--- src/rtl/time_counters.sv ---
// BCD seconds/minutes/hours timekeeping datapath with a 1 Hz time base and a set-mode stepper.
// Field strobes and mode come from the clock control FSM; outputs feed the display multiplexer.
module time_counters #(
  parameter int unsigned TICK_DIV = 50000000,
  parameter int unsigned SET_DIV  = 12500000
) (
  input  logic       i_Clock,
  input  logic       i_Reset,
  input  logic       i_Counters_Reset,
  input  logic       i_Counters_Enable_Increment,
  input  logic [2:0] i_Counters_Enable_Count,
  output logic [7:0] o_Seconds,
  output logic [7:0] o_Minutes,
  output logic [7:0] o_Hours,
  output logic       o_Second_Tick,
  output logic       o_Half_Second
);

  localparam int unsigned TbW  = $clog2(TICK_DIV);
  localparam int unsigned SetW = (SET_DIV > 1) ? $clog2(SET_DIV) : 1;

  logic [TbW-1:0]  tb_cnt_q, tb_cnt_d;
  logic [SetW-1:0] set_cnt_q, set_cnt_d;
  logic [7:0]      sec_q, sec_d, min_q, min_d, hr_q, hr_d;
  logic            sec_tick_q, sec_tick_d;
  logic            tick, set_step, sec_carry, min_carry;

  // Wrap is detected on the full BCD byte so illegal codes can never be reached.
  function automatic logic [7:0] bcd_inc(input logic [7:0] v, input logic [7:0] max);
    if (v == max) return 8'h00;
    if (v[3:0] == 4'd9) return {v[7:4] + 4'd1, 4'd0};
    return {v[7:4], v[3:0] + 4'd1};
  endfunction

  assign tick     = (tb_cnt_q == TbW'(TICK_DIV - 1));
  assign set_step = (set_cnt_q == SetW'(SET_DIV - 1));

  always_comb begin
    tb_cnt_d   = tb_cnt_q;
    set_cnt_d  = '0;
    sec_d      = sec_q;
    min_d      = min_q;
    hr_d       = hr_q;
    sec_tick_d = 1'b0;
    sec_carry  = 1'b0;
    min_carry  = 1'b0;
    if (i_Counters_Reset) begin
      tb_cnt_d = '0;
      sec_d    = 8'h00;
    end else begin
      tb_cnt_d = tick ? '0 : tb_cnt_q + TbW'(1);
      if (i_Counters_Enable_Increment) begin
        // Set mode: each enabled field steps on its own, no carries between fields.
        set_cnt_d = set_step ? '0 : set_cnt_q + SetW'(1);
        if (set_step) begin
          if (i_Counters_Enable_Count[0]) sec_d = bcd_inc(sec_q, 8'h59);
          if (i_Counters_Enable_Count[1]) min_d = bcd_inc(min_q, 8'h59);
          if (i_Counters_Enable_Count[2]) hr_d  = bcd_inc(hr_q, 8'h23);
        end
      end else begin
        sec_tick_d = tick;
        if (tick) begin
          // A disabled field absorbs the incoming carry.
          if (i_Counters_Enable_Count[0]) begin
            sec_d     = bcd_inc(sec_q, 8'h59);
            sec_carry = (sec_q == 8'h59);
          end
          if (i_Counters_Enable_Count[1] && sec_carry) begin
            min_d     = bcd_inc(min_q, 8'h59);
            min_carry = (min_q == 8'h59);
          end
          if (i_Counters_Enable_Count[2] && min_carry) hr_d = bcd_inc(hr_q, 8'h23);
        end
      end
    end
  end

  always_ff @(posedge i_Clock) begin
    if (i_Reset) begin
      tb_cnt_q   <= '0;
      set_cnt_q  <= '0;
      sec_q      <= 8'h00;
      min_q      <= 8'h00;
      hr_q       <= 8'h00;
      sec_tick_q <= 1'b0;
    end else begin
      tb_cnt_q   <= tb_cnt_d;
      set_cnt_q  <= set_cnt_d;
      sec_q      <= sec_d;
      min_q      <= min_d;
      hr_q       <= hr_d;
      sec_tick_q <= sec_tick_d;
    end
  end

  assign o_Seconds     = sec_q;
  assign o_Minutes     = min_q;
  assign o_Hours       = hr_q;
  assign o_Second_Tick = sec_tick_q;
  assign o_Half_Second = (tb_cnt_q < TbW'(TICK_DIV / 2));

endmodule

--- config.mk ---
export PLATFORM = sky130hd
export DESIGN_NAME = time_counters
export DESIGN_NICKNAME = d
export VERILOG_FILES = /design/src/rtl/time_counters.sv
export SDC_FILE = /design/constraint.sdc
export NUM_CORES = 1
export LEC_CHECK = 0
export BUFFER_PORTS_ARGS = -buffer_cell sky130_fd_sc_hd__buf_2
export CORE_AREA = 2 2 109 111
export CTS_BUF_LIST = sky130_fd_sc_hd__clkbuf_16
export DETAILED_ROUTE_END_ITERATION = 10
export DIE_AREA = 0 0 111 113
export PLACE_DENSITY_LB_ADDON = 0.12
export SYNTH_ARGS = -nofsm -noshare
export SYNTH_HDL_FRONTEND = slang
export SYNTH_SLANG_ARGS = --single-unit
--- constraint.sdc ---
create_clock -name i_Clock -period 3.2 [get_ports i_Clock]
set_input_delay 0.32 -clock i_Clock [delete_from_list [all_inputs] [get_ports i_Clock]]
set_output_delay 0.32 -clock i_Clock [all_outputs]
set_load 0.1 [all_outputs]
==> flow_summary.toml <==
[die]
fp.dieArea_sq_um = 12540
core_sq_um = 11270
die_y_microns = 113
rows = 39
io_pins = 33
start_util_pct = 33.54
die_w_microns = 111

[synthesis]
synth_ff_type = "dfxtp_1"
synth_most_common_cell = "dfxtp_1"
synth-seq-cells = 75
synth.distinct_cells = 53
synthTopCellsByArea = "dfxtp_1 (40%), xnor2_1 (5.3%), ha_1 (4.6%)"
synthCells = 442
syn-cell-area_sq_um = 3781
synth-edff-count = 0
synth_warnings = 0
async_reset_ff_share_pct = 0
synth_nets = 463
syn_area_per_cell_sq_um = 8.555
synth_top_area_share_pct = 39.71
yosysTopAreaCell = "dfxtp_1"
synthTopCellsByCount = "dfxtp_1 (75), nor2_1 (46), nand3_1 (31)"
yosysSeqAreaShare_pct = 39.71

[worst_setup_path]
slowest_stage = "or4_4"
setup.worst_path.start = "tb_cnt_q[7]"
crit_path_cell_trace = "or4_4 > or4_4 > or4_4 > a21oi_1 > mux2_2"
cp_common_cell = "or4_4"
start_kind = "flop"
crit-reg2reg-launch = "tb_cnt_q[7]"
critical_path.max_stage_delay_ps = 620
end_kind = "flop"
crit_type = "reg2reg"
path_max_fanout = 9
arrival_ps = 2950
required_ps = 3420

[detailed_routing]
totalWireLength_mm = 8.271
vias = 3190
drtIter0Drc = 192
via_per_inst = 5.137
drc = 0
firstDrtPassIters = 5
ant_nets = 0
wl_per_cell_microns = 13.32

[clock_network]
clk_path_buf_depth = 2
clk_transition_reported_paths_ps = 60
clk-insertion-delay-late_ps = 330
htreeDepth = 3
cts.sinks = 75
ctsHoldBuffers = 0
tritoncts = "built"
clockRootBuffer = "clkbuf_16"
cts_inserted_buffers = 9
cts_setup_buffers = 0
cts.repair.resized = 0

[cells_and_area]
final_layout_size_suffix_gt1_share_pct = 14.44
final_nets = 494
fillers = 1161
antenna_cells = 0
area_growth_pct = 15.85

[placement]
port_buffers = 32
dpl.hpwl_mm = 5.925
place.gp.congestion = 0.7670

[power_and_ir_drop]
powerDensity_nw_per_um2 = 462.9
leakage_nw = 1.489
worst_ir_drop_vdd_uv = 266.3

[hold_path]
hold_path.class = "in2reg"
worstHoldStart = "i_Counters_Enable_Count[0]"

[global_route]
overflow = 0
first_global_vias = 2999
antenna_found_initial = 0
track_usage_pct = 13.76
grt_max_degree = 25
grt_pass1_wl_mm = 14.35

[timing]
hold_violations = 0
setup-violations-final = 0
fin_crit_sh_pct = 85.49
fin_skew_ps = 5.456
relSlewSlack_pct = 46.41
period_minus_slack_ps = 2736
fin_hold_ws_ps = 343.9
tightest_slew_ps = 800.8
fmax_mhz = 365.5
slew_violations = 0
tns_ps = 0
rsz0062_at_grt = "no"

[run]
maxCapViolations = 0

[run_status]
status = "finished clean"
-- cells by family after synthesis --
| family | after synthesis | synth area share [%] |
|---|---|---|
| buf+inv | 34 | 3.772 |
| simple gates | 208 | 30.11 |
| compound gates | 68 | 11.42 |
| flops | 75 | 39.71 |
| fa+ha+maj | 14 | 4.633 |
| xor+xnor | 36 | 8.339 |
| mux | 7 | 2.018 |
-- layout by cell type, fill, tap and decap left out, types with 7 or more instances in the layout --
master      n
a21oi_1    26
nor2b_1     9
nor4_1      7
xor2_1     13
nand4_1    13
buf_2      32
nor3_1     20
nand3_1    31
clkbuf_16   9
or3_1      14
dfxtp_1    75
ha_1       14
nor2_1     46
and3_1      7
o21ai_0    17
xnor2_1    23
inv_1      20
nand2_1    24
-- state kept, by name (all words and copies together), names as in the netlist --
register,cells
set_cnt_q,24
o_Hours,8
o_Seconds,8
o_Second_Tick,1
o_Minutes,8
tb_cnt_q,26
-- metrics by stage --
step	utilization (%)	setup slack, ps	std cells	total power, mW	instance area (sq um)
2_1_floorplan	-	261.6	442	0.9787	3781
3_3_place_gp	36.12	490.4	605	0.9941	4071
3_5_place_dp	36.12	462.6	605	0.9942	4071
4_1_cts	38.86	460.3	621	2.061	4380
5_1_grt	38.86	402.5	621	2.100	4380
6_report	38.86	464.4	621	2.028	4380
-- critical path: cells and delay by family, from the launching register on --
kind	cells	cell delay [ps]
flip-flops	1	350
AO/OA/AOI/OAI	1	170
multiplexers	1	340
AND/OR/NAND/NOR	3	1760
-- worst paths after layout --
| kind | slack, ps | cells after the start | to |
|---|---|---|---|
| worst min register to register | 440 | 1 | set_cnt_q[0] |
| worst max register to register | 460 | 5 | o_Hours[6] |
| worst min-delay path | 340 | 3 | o_Seconds[2] |
| worst max-delay path | 460 | 5 | o_Hours[6] |
-- routing by layer --
| layer | up-vias | global-route usage, % | routed length, microns |
|---|---|---|---|
| met5 | - | 0 | 0 |
| met4 | 0 | 5.417 | 108 |
| met3 | 8 | 3.214 | 299 |
| met2 | 47 | 21.92 | 3680 |
| met1 | 1484 | 18.17 | 4183 |
| li1 | 1651 | - | - |
-- area by class of cell --
cell class,count,area (sq um),area share (%)
multi-input combinational,333,2137,48.79
inverter,19,71.32,1.628
tap,143,178.9,4.085
clock buffer,9,225.2,5.141
timing repair buffer,35,182.7,4.170
clock inverter,7,83.83,1.914
sequential,75,1501,34.28
-- power by group --
| group | leakage (nW) | internal [mW] | switching [mW] |
|---|---|---|---|
| logic | 0.733 | 0.0105 | 0.0255 |
| clock network | 0.152 | 0.673 | 0.382 |
| registers | 0.604 | 0.936 | 0.00142 |
| total | 1.49 | 1.62 | 0.409 |
Note: power is estimated with default switching activity, not from simulation.
